<file path="config.mk">
export PLATFORM = sky130hd
export DESIGN_NAME = mem_access_unit
export DESIGN_NICKNAME = d
export VERILOG_FILES = /design/src/rtl/rv32_mem_pkg.sv /design/src/rtl/mem_align.sv /design/src/rtl/mem_access_unit.sv
export SDC_FILE = /design/constraint.sdc
export NUM_CORES = 1
export LEC_CHECK = 0
export ABC_AREA = 0
export BUFFER_PORTS_ARGS = -buffer_cell sky130_fd_sc_hd__buf_2
export CAP_MARGIN = 30
export CORE_AREA = 2 2 108 110
export CTS_BUF_LIST = sky130_fd_sc_hd__clkbuf_2 sky130_fd_sc_hd__clkbuf_4 sky130_fd_sc_hd__clkbuf_8
export CTS_CLUSTER_SIZE = 25
export DETAILED_ROUTE_END_ITERATION = 6
export DIE_AREA = 0 0 110 112
export PLACE_DENSITY_LB_ADDON = 0.25
export RECOVER_POWER = 25
export SYNTH_ARGS = -nofsm -noshare
export SYNTH_HDL_FRONTEND = slang
export SYNTH_SLANG_ARGS = --single-unit
</file>
<file path="constraint.sdc">
create_clock -name clk -period 1.9 [get_ports clk]
set_input_delay 0.285 -clock clk [delete_from_list [all_inputs] [get_ports clk]]
set_output_delay 0.285 -clock clk [all_outputs]
set_load 0.01 [all_outputs]
</file>
<file path="src/rtl/rv32_mem_pkg.sv">
// Shared definitions for the RV32 load/store unit: funct3 encodings, the
// controller state type and combinational legality/alignment helpers.
package rv32_mem_pkg;

  localparam logic [2:0] F3_B  = 3'b000;
  localparam logic [2:0] F3_H  = 3'b001;
  localparam logic [2:0] F3_W  = 3'b010;
  localparam logic [2:0] F3_BU = 3'b100;
  localparam logic [2:0] F3_HU = 3'b101;

  typedef enum logic [1:0] {
    ST_IDLE  = 2'd0,
    ST_ISSUE = 2'd1,
    ST_WAIT  = 2'd2,
    ST_RESP  = 2'd3
  } state_e;

  // Stores only support B/H/W; loads additionally allow the unsigned forms.
  function automatic logic f3_legal(input logic we, input logic [2:0] f3);
    if (we) begin
      return (f3 == F3_B) || (f3 == F3_H) || (f3 == F3_W);
    end
    return (f3 == F3_B) || (f3 == F3_H) || (f3 == F3_W) ||
           (f3 == F3_BU) || (f3 == F3_HU);
  endfunction

  // size is funct3[1:0]: 00 byte, 01 halfword, 10 word.
  function automatic logic addr_misaligned(input logic [1:0] size, input logic [1:0] off);
    case (size)
      2'b01:   return off[0];
      2'b10:   return off != 2'b00;
      default: return 1'b0;
    endcase
  endfunction

endpackage

</file>
<file path="src/rtl/mem_align.sv">
// Combinational data alignment for the load/store unit.
//   st_size_i/st_off_i/st_wdata_i : incoming store request -> replicated data
//                                   st_wdata_o and byte mask st_wmask_o,
//                                   plus misaligned_o for the request.
//   ld_funct3_i/ld_off_i/ld_rdata_i : latched load info and raw memory word
//                                   -> shifted and extended ld_data_o.
module mem_align
  import rv32_mem_pkg::*;
(
  input  logic [1:0]  st_size_i,
  input  logic [1:0]  st_off_i,
  input  logic [31:0] st_wdata_i,
  output logic [31:0] st_wdata_o,
  output logic [3:0]  st_wmask_o,
  output logic        misaligned_o,
  input  logic [2:0]  ld_funct3_i,
  input  logic [1:0]  ld_off_i,
  input  logic [31:0] ld_rdata_i,
  output logic [31:0] ld_data_o
);

  logic [31:0] shifted;

  always_comb begin
    case (st_size_i)
      2'b00: begin
        st_wdata_o = {4{st_wdata_i[7:0]}};
        st_wmask_o = 4'b0001 << st_off_i;
      end
      2'b01: begin
        st_wdata_o = {2{st_wdata_i[15:0]}};
        st_wmask_o = 4'b0011 << st_off_i;
      end
      default: begin
        st_wdata_o = st_wdata_i;
        st_wmask_o = 4'b1111;
      end
    endcase
    misaligned_o = addr_misaligned(st_size_i, st_off_i);
  end

  always_comb begin
    shifted = ld_rdata_i >> {ld_off_i, 3'b000};
    case (ld_funct3_i)
      F3_B:    ld_data_o = {{24{shifted[7]}}, shifted[7:0]};
      F3_BU:   ld_data_o = {24'h000000, shifted[7:0]};
      F3_H:    ld_data_o = {{16{shifted[15]}}, shifted[15:0]};
      F3_HU:   ld_data_o = {16'h0000, shifted[15:0]};
      default: ld_data_o = shifted;
    endcase
  end

endmodule

</file>
<file path="src/rtl/mem_access_unit.sv">
// Initiator-side load/store unit for the RV32 data-memory bus.
//   clk, reset (sync, active-low)
//   req_*  : one request at a time over valid/ready
//   resp_* : single-cycle completion pulse with extended load data / error
//   mem_*  : word-aligned bus with one-cycle read strobe / write mask and
//            busy handshakes for completion
// All outputs are registered; next values are derived from the next state.
module mem_access_unit
  import rv32_mem_pkg::*;
#(
  parameter int unsigned TIMEOUT_CYCLES = 0,
  parameter int unsigned TO_WIDTH       = 8
) (
  input  logic        clk,
  input  logic        reset,
  input  logic        req_valid,
  output logic        req_ready,
  input  logic        req_we,
  input  logic [2:0]  req_funct3,
  input  logic [31:0] req_addr,
  input  logic [31:0] req_wdata,
  output logic        resp_valid,
  output logic [31:0] resp_rdata,
  output logic        resp_err,
  output logic [31:0] mem_addr,
  output logic [31:0] mem_wdata,
  output logic [3:0]  mem_wmask,
  output logic        mem_rstrb,
  input  logic [31:0] mem_rdata,
  input  logic        mem_rbusy,
  input  logic        mem_wbusy
);

  localparam logic [TO_WIDTH:0] TO_LIMIT = (TO_WIDTH + 1)'(TIMEOUT_CYCLES);

  state_e state_q, state_d;
  logic                we_q, we_d;
  logic [2:0]          f3_q, f3_d;
  logic [1:0]          off_q, off_d;
  logic [TO_WIDTH-1:0] cnt_q, cnt_d;
  logic [TO_WIDTH:0]   cnt_inc;

  logic        req_ready_q, req_ready_d;
  logic        resp_valid_q, resp_valid_d;
  logic [31:0] resp_rdata_q, resp_rdata_d;
  logic        resp_err_q, resp_err_d;
  logic [31:0] mem_addr_q, mem_addr_d;
  logic [31:0] mem_wdata_q, mem_wdata_d;
  logic [3:0]  mem_wmask_q, mem_wmask_d;
  logic        mem_rstrb_q, mem_rstrb_d;

  logic [31:0] st_wdata;
  logic [3:0]  st_wmask;
  logic        misaligned;
  logic [31:0] ld_data;
  logic        busy;

  mem_align u_align (
    .st_size_i    (req_funct3[1:0]),
    .st_off_i     (req_addr[1:0]),
    .st_wdata_i   (req_wdata),
    .st_wdata_o   (st_wdata),
    .st_wmask_o   (st_wmask),
    .misaligned_o (misaligned),
    .ld_funct3_i  (f3_q),
    .ld_off_i     (off_q),
    .ld_rdata_i   (mem_rdata),
    .ld_data_o    (ld_data)
  );

  assign busy    = we_q ? mem_wbusy : mem_rbusy;
  assign cnt_inc = {1'b0, cnt_q} + 1'b1;

  always_comb begin
    state_d      = state_q;
    we_d         = we_q;
    f3_d         = f3_q;
    off_d        = off_q;
    cnt_d        = cnt_q;
    req_ready_d  = 1'b0;
    resp_valid_d = 1'b0;
    resp_rdata_d = '0;
    resp_err_d   = 1'b0;
    mem_addr_d   = mem_addr_q;
    mem_wdata_d  = mem_wdata_q;
    mem_wmask_d  = '0;
    mem_rstrb_d  = 1'b0;

    case (state_q)
      ST_IDLE: begin
        // req_ready_q is low for the first cycle out of reset, so no
        // handshake can complete then.
        if (req_valid && req_ready_q) begin
          we_d  = req_we;
          f3_d  = req_funct3;
          off_d = req_addr[1:0];
          if (!f3_legal(req_we, req_funct3) || misaligned) begin
            state_d      = ST_RESP;
            resp_valid_d = 1'b1;
            resp_err_d   = 1'b1;
          end else begin
            state_d    = ST_ISSUE;
            cnt_d      = '0;
            mem_addr_d = {req_addr[31:2], 2'b00};
            if (req_we) begin
              mem_wmask_d = st_wmask;
              mem_wdata_d = st_wdata;
            end else begin
              mem_rstrb_d = 1'b1;
            end
          end
        end else begin
          req_ready_d = 1'b1;
        end
      end

      ST_ISSUE: state_d = ST_WAIT;

      ST_WAIT: begin
        if (!busy) begin
          state_d      = ST_RESP;
          resp_valid_d = 1'b1;
          if (!we_q) resp_rdata_d = ld_data;
        end else begin
          // Saturating count of busy cycles; the timeout compares the
          // post-increment value so exactly TIMEOUT_CYCLES busy cycles pass.
          if (!cnt_inc[TO_WIDTH]) cnt_d = cnt_inc[TO_WIDTH-1:0];
          if ((TIMEOUT_CYCLES != 0) && (cnt_inc >= TO_LIMIT)) begin
            state_d      = ST_RESP;
            resp_valid_d = 1'b1;
            resp_err_d   = 1'b1;
          end
        end
      end

      ST_RESP: begin
        state_d     = ST_IDLE;
        req_ready_d = 1'b1;
        mem_addr_d  = '0;
        mem_wdata_d = '0;
      end

      default: state_d = ST_IDLE;
    endcase
  end

  always_ff @(posedge clk) begin
    if (!reset) begin
      state_q      <= ST_IDLE;
      we_q         <= 1'b0;
      f3_q         <= '0;
      off_q        <= '0;
      cnt_q        <= '0;
      req_ready_q  <= 1'b0;
      resp_valid_q <= 1'b0;
      resp_rdata_q <= '0;
      resp_err_q   <= 1'b0;
      mem_addr_q   <= '0;
      mem_wdata_q  <= '0;
      mem_wmask_q  <= '0;
      mem_rstrb_q  <= 1'b0;
    end else begin
      state_q      <= state_d;
      we_q         <= we_d;
      f3_q         <= f3_d;
      off_q        <= off_d;
      cnt_q        <= cnt_d;
      req_ready_q  <= req_ready_d;
      resp_valid_q <= resp_valid_d;
      resp_rdata_q <= resp_rdata_d;
      resp_err_q   <= resp_err_d;
      mem_addr_q   <= mem_addr_d;
      mem_wdata_q  <= mem_wdata_d;
      mem_wmask_q  <= mem_wmask_d;
      mem_rstrb_q  <= mem_rstrb_d;
    end
  end

  assign req_ready  = req_ready_q;
  assign resp_valid = resp_valid_q;
  assign resp_rdata = resp_rdata_q;
  assign resp_err   = resp_err_q;
  assign mem_addr   = mem_addr_q;
  assign mem_wdata  = mem_wdata_q;
  assign mem_wmask  = mem_wmask_q;
  assign mem_rstrb  = mem_rstrb_q;

endmodule
</file>
# Yosys cells after proc, flatten, opt, wreduce, memory -nomap -nowiden
# Cells that the tools add are included.
[word_totals]
wordCells = 87
input_bits = 105
output_inout_bits = 104
regBits = 112
[classes]
mux = 30
n_bitwise = 5
n_eq_ne = 16
shifts = 3
reduce_logical = 21
[ops]
columns = ["op", "n"]
rows = [
  ["$pmux W32 S2", 3],
  ["$mux W32", 5],
  ["$pmux W32 S4", 1],
  ["$shr A32 B5 Y32", 1],
  ["$mux W1", 13],
  ["$eq A3 B3 Y1 const B", 4],
  ["$ne A2 B2 Y1 const B", 4],
  ["$pmux W2 S4", 1],
  ["$pmux W4 S2", 1],
  ["$reduce_or A4 Y1", 2],
  ["$eq A2 B2 Y1 const B", 3],
  ["$eq A3 B1 Y1 const B", 2],
  ["$logic_not A3 Y1", 2],
  ["$mux W2", 3],
  ["$pmux W1 S2", 3],
  ["$reduce_and A2 Y1", 3],
  ["$logic_or A1 B1 Y1", 5],
  ["$not A1 Y1", 5],
  ["$reduce_or A5 Y1", 1],
  ["$eq A2 B1 Y1 const B", 2],
  ["$logic_not A2 Y1", 2],
  ["$reduce_and A4 Y1", 1],
  ["$reduce_bool A2 Y1", 2],
  ["$shl A1 B2 Y4 const A", 1],
  ["5 further kinds", 5],
]

# Depth between registers and ports, before layout
# Gate-level depths: netlist of the first run.
[depth]
ltp_word = 13
ltp_mapped = 9
ltp_nobuf = 6

# Hierarchy
# A second synthesis of the first run with hierarchy kept.
[hier_totals]
cells_unflattened = 587
hier_area_um2 = 5352.6
[modules_own_cells]
columns = ["module", "cells_per_inst", "area_per_inst_um2", "n_inst", "seq_area_each_um2"]
rows = [
  ["mem_access_unit", 412, 4103.9, 1, 2202.1],
  ["mem_align", 175, 1248.7, 1, 0.0],
]

# Least setup slack after synthesis of the first run
# No wires, ideal clock.
[synth_path]
path_kind = "input to register"
start = "input req_funct3[0]"
end = "register mem_wdata_q[26], in the netlist mem_wdata[26]"
t_arrival_ns = 1.681
required_time_ns = 1.778
stages = 9
slack_ns = 0.098
path_buffers = 4
setup_ns = 0.122
cell_sequence = "inv_1 > ha_1 > buf_4 > or2_2 > buf_2 > buf_2 > clkbuf_1 > o21ai_0 > mux2i_1"
[synth_between]
elab_chain_len = 12
word_cells_on_any_way = 26
classes_between = "eq/ne: 7; mux: 10; reduce/logical: 9"
[synth_rtl]
columns = ["element", "line", "text"]
rows = [
  ["from (decl)", "mem_access_unit.sv:19", "input logic [2:0] req_funct3,"],
  ["$eq A3 B1 Y1 / $logic_not A3 Y1 (equally long branches)", "rv32_mem_pkg.sv:21, rv32_mem_pkg.sv:23", ""],
  ["$logic_or A1 B1 Y1 (2 in series)", "rv32_mem_pkg.sv:21, rv32_mem_pkg.sv:23", ""],
  ["$logic_or A1 B1 Y1", "rv32_mem_pkg.sv:23", "return (f3 == F3_B) || (f3 == F3_H) || (f3 == F3_W) ||"],
  ["$logic_or A1 B1 Y1", "rv32_mem_pkg.sv:24", "(f3 == F3_BU) || (f3 == F3_HU);"],
  ["$mux W1", "rv32_mem_pkg.sv:23", ""],
  ["$mux W1", "mem_access_unit.sv:93", "if (req_valid && req_ready_q) begin"],
  ["$mux W1", "mem_access_unit.sv:89", "case (state_q)"],
  ["$logic_not A1 Y1", "mem_access_unit.sv:97", "if (!f3_legal(req_we, req_funct3) || misaligned) begin"],
  ["$logic_or A1 B1 Y1", "mem_access_unit.sv:97", ""],
  ["$ne A2 B2 Y1 (no source line)", "--", ""],
  ["$reduce_and A4 Y1 (no source line)", "--", ""],
  ["to (signal assigned)", "mem_access_unit.sv:173", "mem_wdata_q <= mem_wdata_d;"],
  ["to (decl)", "mem_access_unit.sv:48", "logic [31:0] mem_wdata_q, mem_wdata_d;"],
]
# Parallel ways exist; a longest one is shown, timed or not. The select of a mux whose other input is x is not followed.
# A chain may end at the register's enable or synchronous reset.

# Worst setup path in the final report of the first run
[layout_path]
start = "register state_q[0]"
end = "register mem_addr_q[29], in the netlist mem_addr[29]"
[layout_between]
elab_chain_len = 3
word_cells_on_any_way = 7
classes_between = "eq/ne: 3; mux: 1; reduce/logical: 3"
[layout_rtl]
columns = ["element", "line", "text"]
rows = [
  ["from (decl)", "mem_access_unit.sv:36", "state_e state_q, state_d;"],
  ["from (signal assigned)", "mem_access_unit.sv:163", "state_q <= state_d;"],
  ["$eq A2 B2 Y1 / $logic_not A2 Y1 (equally long branches)", "mem_access_unit.sv:89", ""],
  ["$reduce_bool A2 Y1 (no source line) / $ne A2 B2 Y1 (equally long branches)", "--", ""],
  ["$reduce_and A3 Y1 (no source line)", "--", ""],
  ["to (signal assigned)", "mem_access_unit.sv:172", "mem_addr_q <= mem_addr_d;"],
  ["to (decl)", "mem_access_unit.sv:47", "logic [31:0] mem_addr_q, mem_addr_d;"],
]
# Parallel ways exist; a longest one is shown, timed or not.

==> results of run 1 <==
power groups by stage:
stage / clock (uW) / sequential, uW / combinational, uW
6_report: 1440 / 3230 / 3480
5_1_grt: 1580 / 3290 / 3770
4_1_cts: 1490 / 3220 / 3450
2_1_floorplan: 0 / 3510 / 1920
3_3_place_gp: 0 / 3250 / 3360
3_5_place_dp: 0 / 3270 / 3450
metrics by stage:
stage	setup slack (ns)	TNS (ns)	area, um^2	instances
6_report	0.106	0	6320	881
5_1_grt	0.0291	0	6320	881
3_5_place_dp	-0.0263	-0.199	6140	864
4_1_cts	0.0835	0	6350	880
2_1_floorplan	0.0979	0	4900	541
3_3_place_gp	0.0329	0	6140	864
synth_stat cells (3+ instances only):
| cell type | count | share of area [%] |
|---|---|---|
| a211oi_1 | 14 | 2.1 |
| a21oi_1 | 35 | 3.6 |
| a22oi_1 | 8 | 1.2 |
| and2_1 | 7 | 0.89 |
| buf_2 | 7 | 0.71 |
| buf_4 | 6 | 0.92 |
| clkbuf_1 | 27 | 2.1 |
| dfxtp_1 | 110 | 45 |
| ha_1 | 6 | 1.5 |
| inv_1 | 5 | 0.38 |
| mux2_2 | 17 | 3.9 |
| mux2i_1 | 76 | 16 |
| nand2_1 | 128 | 9.8 |
| nor2_1 | 12 | 0.92 |
| nor2b_1 | 18 | 2.3 |
| nor3_1 | 3 | 0.31 |
| nor3b_1 | 3 | 0.46 |
| o21ai_0 | 24 | 2.5 |
worst paths after layout:
check               start  cells after the start  slack, ns      endpoint
min reg2reg  mem_addr[15]                      2       0.46  mem_addr[15]
min                req_we                      2       0.13     mem_rstrb
max reg2reg    state_q[0]                      7       0.11  mem_addr[29]
max            state_q[0]                      7       0.11  mem_addr[29]
logic make-up (layout without fill, tap and decap cells):
family | count (synthesis) | after routing | share of synthesized area [%]
AOI/OAI and AO/OA | 98 | 98 | 12.6
adders and majority gates | 6 | 6 | 1.53
buffers and inverters | 49 | 246 | 4.70
DFF | 110 | 110 | 44.9
muxes | 94 | 94 | 19.9
other | 1 | 2 | 0.0765
and+or+nand+nor | 182 | 182 | 16.3
area by class of cell:
type	count	area [um^2]	area share, %
inverter	5	18.8	0.297
clock inverter	5	58.8	0.931
tap	143	179	2.83
multi-input combinational	382	2510	39.8
timing repair buffer	225	1200	19.0
sequential	110	2200	34.9
clock buffer	11	145	2.30
worst max-delay path: cells and delay by family, from the launching register on:
kind                     cells  cell delay [ns]
adder cells (fa/ha/maj)      1             0.21
AO/OA/AOI/OAI                2             0.34
AND/OR/NAND/NOR              1             0.31
flip-flops                   1             0.37
buffers and inverters        2             0.31
multiplexers                 1             0.12
sequential cells by signal, summed over array words and instances, names as in the netlist:
| signal | cells |
|---|---|
| mem_rstrb | 1 |
| mem_wdata | 32 |
| req_ready | 1 |
| resp_err | 1 |
| we_q | 1 |
| off_q | 2 |
| mem_addr | 30 |
| mem_wmask | 4 |
| state_q | 2 |
| resp_rdata | 32 |
| resp_valid | 1 |
| f3_q | 3 |
metal layers:
metal	GRT usage (%)	up-vias	routed length, um
met5	0	-	0
met4	5.65	0	161
met3	5.80	12	1070
met2	34.4	153	6210
met1	26.2	2031	5730
li1	-	2216	-
==> results.toml, run 1 <==
[floorplanning]
ioPinCount = 209
core_area_mm2 = 0.0112
die_x_um = 110
die_y_um = 112
initial_utilization_pct = 43.9
die_area_mm2 = 0.0123
fp-row-count = 39

[setup_path]
cp-start-kind = "flop"
path_max_fanout = 15
critPathArrivalTime_ns = 2.05
cp_slowest_cell = "dfxtp_1"
crit_required_ns = 2.16
crit_path_cell_trace = "inv_1 > ha_1 > a21boi_2 > nor2_1 > a31oi_4 > clkbuf_16 > mux2i_1"
crit_path_end_kind = "flop"
critPathKind = "flop to flop"
slowest_delay_ns = 0.37

[power_and_ir_drop]
clock_power_share_pct = 17.6
p_int_uw = 5220
power_density_mw_per_mm2 = 1290
ir_worst_vdd_mv = 0.595
switching_share_pct = 35.9
combPwrFrac_pct = 42.8
p_seq_share_pct = 39.6
p_sw_uw = 2930
power_leakage_uw = 0.00297
total_power_uw = 8140

[routing]
wl_per_cell_um = 15.0
dr.first_iter.drc_count = 285
ant_nets = 0
drcViolationCount = 0
drt-total-wl_mm = 13.2
vias = 4412
drt_first_pass_iters = 4
viasPerCell = 5.01

[timing]
setup_violations = 0
hold_ws_ns = 0.125
slew_headroom_pct = 60.0
min_period_over_period_pct = 94.4
rsz0062_at_grt = "no"
finalHoldViolCount = 0
timing.fmax_mhz = 557
slew_violations = 0
worst_pin_slew_ns = 0.599
fin_crit_ns = 1.79
clock_skew_ns = 0.0149

[final_layout]
mostFrequentLayoutCells = "buf_2 (153), nand2_1 (128), dfxtp_1 (110)"
layout.nets = 844
fillCellCount = 1061
area_growth_pct = 28.9
utilization_pct = 56.5
drive_above_1_share_pct = 29.7
final_common_cell = "buf_2"
diodes = 0

[worst_hold_path]
hp-class = "input pin to flop"

[grt]
grt_max_degree = 78
antenna_found_initial = 0
track_usage_pct = 20.7
grt_pass1_wl_mm = 20.2
grt_overflow_total = 0
grt_pass1_vias = 4235

[synth]
syn_area_mm2 = 0.00490
postSynthAreaPerCell_um2 = 9.08
synth-main-ff-cell = "dfxtp_1"
async_flop_share_pct = 0
ys_seq_elements = 110
netlist_instances = 540
synth-edff-count = 0
yosysWarningCount = 0
ys_seq_area_share_pct = 44.9
synth_cell_types = 41

[place]
gp_congestion = 0.842
hpwl_mm = 9.81
io_buffers = 206

[clock_tree]
numClockSinks = 110
cts.clk_slew.worst_paths_ns = 0.10
numCtsBuffers = 9
ctsResizeCount = 0
cts_hold_buffers = 0
cts.path.max_buffers = 2
cts_setup_buffers = 0
cts-root-buf = "clkbuf_8"
clk_latency_ns = 0.37
cts_tree = "done"
cts_max_level = 3

[outcome]
status = "finished clean"

[flow_run]
maxCapViolCount = 0
Note: power is estimated with default switching activity, not from simulation.
==> inputs of run 2 (changes only) <==
--- a/config.mk
+++ b/config.mk
@@ -14,7 +14,7 @@
 export DETAILED_ROUTE_END_ITERATION = 6
 export DIE_AREA = 0 0 110 112
 export PLACE_DENSITY_LB_ADDON = 0.25
-export RECOVER_POWER = 25
+export RECOVER_POWER = 100
 export SYNTH_ARGS = -nofsm -noshare
 export SYNTH_HDL_FRONTEND = slang
 export SYNTH_SLANG_ARGS = --single-unit
==> constraint.sdc (replaced) <==
create_clock -name clk -period 1.9 [get_ports clk]
set_input_delay 0.19 -clock clk [delete_from_list [all_inputs] [get_ports clk]]
set_output_delay 0.19 -clock clk [all_outputs]
set_load 0.01 [all_outputs]
==> results.toml, run 2 (same netlist as run 1, synthesis figures left out) <==
[place]
dp_slack_ns = 0.00200
io_buffers = 206
hpwl_mm = 9.86
gp_congestion = 0.838
post_dp_cell_area_mm2 = 0.00610

[setup_path]
rr_endpoint = "mem_addr[28]"
rrSetupSlack_ns = 0.1
cp-start-kind = "flop"
critPathKind = "flop to flop"
critPathArrivalTime_ns = 2.07
crit_path_end_kind = "flop"
path_max_fanout = 30
rr_startpoint = "state_q[1]"
crit_required_ns = 2.17
reg2reg_depth = 7

[grt]
use_met1_pct = 27.4
antenna_found_initial = 0
use_met2_pct = 34.8
track_usage_pct = 21.4
grt_pass1_vias = 4325
grt_util_met3_pct = 5.09
grt_most_used_layer = "met2"
grt_max_degree = 47
grt_overflow_total = 0
grt_pass1_wl_mm = 20.8

[final_layout]
diodes = 0
final_common_cell = "nand2_1"
mostFrequentLayoutCells = "nand2_1 (128), dfxtp_1 (110), buf_2 (104)"
fillCellCount = 1111
drive_above_1_share_pct = 22.7
layout.nets = 842
seq_area_mm2 = 0.00220
area_growth_pct = 28.1
final_area_mm2 = 0.00628
utilization_pct = 56.2
multi_input_area_mm2 = 0.00251

[clock_tree]
cts_max_level = 3
numCtsBuffers = 9
numClockSinks = 110
cts.clk_slew.worst_paths_ns = 0.10
cts.path.max_buffers = 2
cts-root-buf = "clkbuf_8"
clk_latency_ns = 0.38
cts_tree = "done"

[worst_hold_path]
hp-start = "req_we"
whs_endpoint = "mem_rstrb"
hp-class = "input pin to flop"
holdPathStages = 2

[routing]
drt-total-wl_mm = 13.1
drcViolationCount = 0
vias = 4388
wl_per_cell_um = 14.9
viasPerCell = 4.99
dr.first_iter.drc_count = 343
ant_nets = 0
drt_first_pass_iters = 4

[power_and_ir_drop]
power_density_mw_per_mm2 = 1320
power_leakage_uw = 0.00278
ir_worst_vdd_mv = 0.709

[floorplanning]
core_area_mm2 = 0.0112
ioPinCount = 209
die_area_mm2 = 0.0123
die_y_um = 112
die_x_um = 110
fp-row-count = 39
initial_utilization_pct = 43.9

[timing]
slew_headroom_pct = 59.0
timing.fmax_mhz = 555
finalWorstSetupSlack_ns = 0.0971
finalSetupTns_ns = 0
worst_pin_slew_ns = 0.615
setup_violations = 0
clock_skew_ns = 0.00752
slew_violations = 0
finalHoldViolCount = 0
fin_crit_ns = 1.80
rsz0062_at_grt = "no"
min_period_over_period_pct = 94.9

[outcome]
status = "finished clean"

[flow_run]
maxCapViolCount = 0
[run 2: final cells by class]
type                    count  share of cell area [%]
clock buffers              10                    2.19
clock inverters             6                    2.11
inverters                   5                   0.299
multi-input cells         382                    40.0
flip-flops and latches    110                    35.1
well taps                 143                    2.85
repair buffers            223                    17.5
[run 2: worst max path at each step]
stage,start,depth (start not counted),to
2_1_floorplan,req_funct3[0],9,mem_wdata[26]
3_3_place_gp,req_funct3[0],8,mem_wdata[30]
3_5_place_dp,req_funct3[0],9,mem_wdata[19]
4_1_cts,state_q[0],7,mem_wdata[19]
5_1_grt,state_q[1],7,mem_wdata[1]
6_report,state_q[1],7,mem_addr[28]
[run 2: metrics by stage]
stage	instances	hold WS (ns)	power [uW]
finish	879	0.0325	8290
global route	879	0.0221	8800
CTS	878	0.0116	8470
detailed placement	862	0.433	6630
global placement	862	0.427	6540
floorplan	541	0.267	5430
[run 2: metal layers]
metal / wire length (um) / part of all wire [%]
met5: 0 / 0
met4: 240 / 1.8
met3: 941 / 7.2
met2: 6130 / 47
met1: 5800 / 44
[run 2: worst max-delay path, cell delays in order (launching register included)]
cell and delay [ns]:
dfxtp_1 0.40, inv_1 0.07, ha_1 0.22, a21boi_2 0.18, nor2_1 0.30, a31oi_4 0.14, buf_12 0.21, mux2i_1 0.15
[run 2: repair_timing]
action | 4_1_cts | 5_1_grt
pin swaps | 0 | 1
buffers inserted | 0 | 1
gates cloned | 0 | 0
hold buffers | 0 | 0
gates resized for setup | 1 | 2
setup endpoints to repair | 1 | 35
[run 2: report_power, final]
part           total [uW]  switching, uW  internal, uW
logic                3240           1800          1440
clock network        1820            779          1040
registers            3230            319          2910
total                8290           2900          5390
==> inputs of run 3 (changes only) <==
--- a/config.mk
+++ b/config.mk
@@ -8,11 +8,10 @@
 export ABC_AREA = 0
 export BUFFER_PORTS_ARGS = -buffer_cell sky130_fd_sc_hd__buf_2
 export CAP_MARGIN = 30
-export CORE_AREA = 2 2 108 110
-export CTS_BUF_LIST = sky130_fd_sc_hd__clkbuf_2 sky130_fd_sc_hd__clkbuf_4 sky130_fd_sc_hd__clkbuf_8
+export CORE_AREA = 2 2 110 112
 export CTS_CLUSTER_SIZE = 25
 export DETAILED_ROUTE_END_ITERATION = 6
-export DIE_AREA = 0 0 110 112
+export DIE_AREA = 0 0 112 114
 export PLACE_DENSITY_LB_ADDON = 0.25
 export RECOVER_POWER = 100
 export SYNTH_ARGS = -nofsm -noshare
==> results.toml, run 3 (same netlist as run 1, synthesis figures left out) <==
[outcome]
status = "finished clean"

[setup_path]
rrSetupSlack_ns = 0.11
rr_endpoint = "mem_wdata[11]"
path_max_fanout = 23
cp-start-kind = "flop"
critPathKind = "flop to flop"
critPathArrivalTime_ns = 2.06
reg2reg_depth = 7
rr_startpoint = "state_q[0]"
crit_path_end_kind = "flop"
crit_required_ns = 2.17

[timing]
worst_pin_slew_ns = 0.571
slew_headroom_pct = 62.0
min_period_over_period_pct = 94.0
setup_violations = 0
slew_violations = 0
clock_skew_ns = 0.00845
rsz0062_at_grt = "no"
timing.fmax_mhz = 560
finalHoldViolCount = 0
fin_crit_ns = 1.79
finalSetupTns_ns = 0
finalWorstSetupSlack_ns = 0.115

[grt]
grt_overflow_total = 0
track_usage_pct = 20.4
grt_max_degree = 47
grt_pass1_vias = 4122
antenna_found_initial = 0
grt_pass1_wl_mm = 20.7

[routing]
vias = 4449
drt_first_pass_iters = 5
wl_per_cell_um = 15.1
viasPerCell = 5.02
dr.first_iter.drc_count = 365
ant_nets = 0
drt-total-wl_mm = 13.3
drcViolationCount = 0

[power_and_ir_drop]
ir_worst_vdd_mv = 0.863
power_density_mw_per_mm2 = 1350
power_leakage_uw = 0.00282

[final_layout]
fin_cells = 886
utilization_pct = 54.3
layout.nets = 845
mostFrequentLayoutCells = "nand2_1 (128), dfxtp_1 (110), clkbuf_1 (105)"
diodes = 0
drive_above_1_share_pct = 22.7
area_growth_pct = 29.8
fillCellCount = 1156
final_common_cell = "nand2_1"

[clock_tree]
clk_latency_ns = 0.35
numCtsBuffers = 9
cts.path.max_buffers = 2
cts.clk_slew.worst_paths_ns = 0.07
cts_tree = "done"
cts_max_level = 3
numClockSinks = 110
cts-root-buf = "clkbuf_16"

[worst_hold_path]
whs_endpoint = "mem_rstrb"
holdPathStages = 2
hp-start = "req_we"
hp-class = "input pin to flop"

[place]
dp_slack_ns = 0.0674
dp_cells = 869
gp_congestion = 0.833
io_buffers = 206
hpwl_mm = 9.88

[floorplanning]
die_y_um = 114
core_area_mm2 = 0.0117
fp-row-count = 40
die_area_mm2 = 0.0128
initial_utilization_pct = 41.8
ioPinCount = 209
die_x_um = 112

[flow_run]
maxCapViolCount = 0
==> run 3: cell count changes in the layout (fill, tap and decap cells not counted), sizes merged <==
cell,delta
buf,+1
bufinv,-2
clkinv,+1
clkbuf,+4
clkinvlp,-1
==> run 3: critical path: stages (launching register included) <==
cell	delay [ns]
dfxtp_1	0.33
inv_1	0.08
ha_1	0.23
a21boi_1	0.26
nor2_2	0.10
a31oi_4	0.25
buf_12	0.24
mux2i_1	0.22
==> run 3: stage by stage <==
stage	hold slack [ns]	cell area [um^2]	total power, uW
6_report	0.0679	6360	8620
5_1_grt	0.0599	6360	9090
4_1_cts	0.0560	6460	8770
3_5_place_dp	0.430	6140	6750
3_3_place_gp	0.429	6140	6650
2_1_floorplan	0.267	4900	5430
==> run 3: how the worst max path moves through the flow <==
stage,cells after the start,slack (ns),startpoint,endpoint
after global routing,5,0.01,state_q[1],resp_rdata[4]
after floorplan,9,0.19,req_funct3[0],mem_wdata[26]
after global placement,5,0.16,state_q[1],resp_rdata[5]
after CTS,7,0.09,state_q[0],mem_addr[29]
after detailed placement,7,0.07,req_funct3[1],mem_wdata[18]
final,7,0.11,state_q[0],mem_wdata[11]
==> run 3: timing repair <==
action	CTS	global route
gates resized for setup	0	4
endpoints found under the setup margin	0	19
hold buffers	0	0
setup buffers	0	1
==> run 3: final cells by class <==
class	instances	area [um^2]	share of cell area, %
Timing Repair Buffer	226	1130	17.7
Tap cell	147	184	2.89
Sequential cell	110	2200	34.6
Multi-Input combinational cell	382	2510	39.5
Clock buffer	12	246	3.88
Clock inverter	4	70.1	1.10
Inverter	5	18.8	0.295
==> run 3: power breakdown <==
group	switching [uW]	total (uW)	internal, uW
registers	324	3240	2910
logic	1850	3370	1520
clock network	817	2010	1190
==> run 3: metal layers <==
metal | wire length, um | GRT usage, % | up-vias
li1 | - | - | 2220
met1 | 5880 | 26.6 | 2052
met2 | 6200 | 32.4 | 156
met3 | 949 | 5.21 | 21
met4 | 312 | 8.54 | 0
met5 | 0 | 0 | -
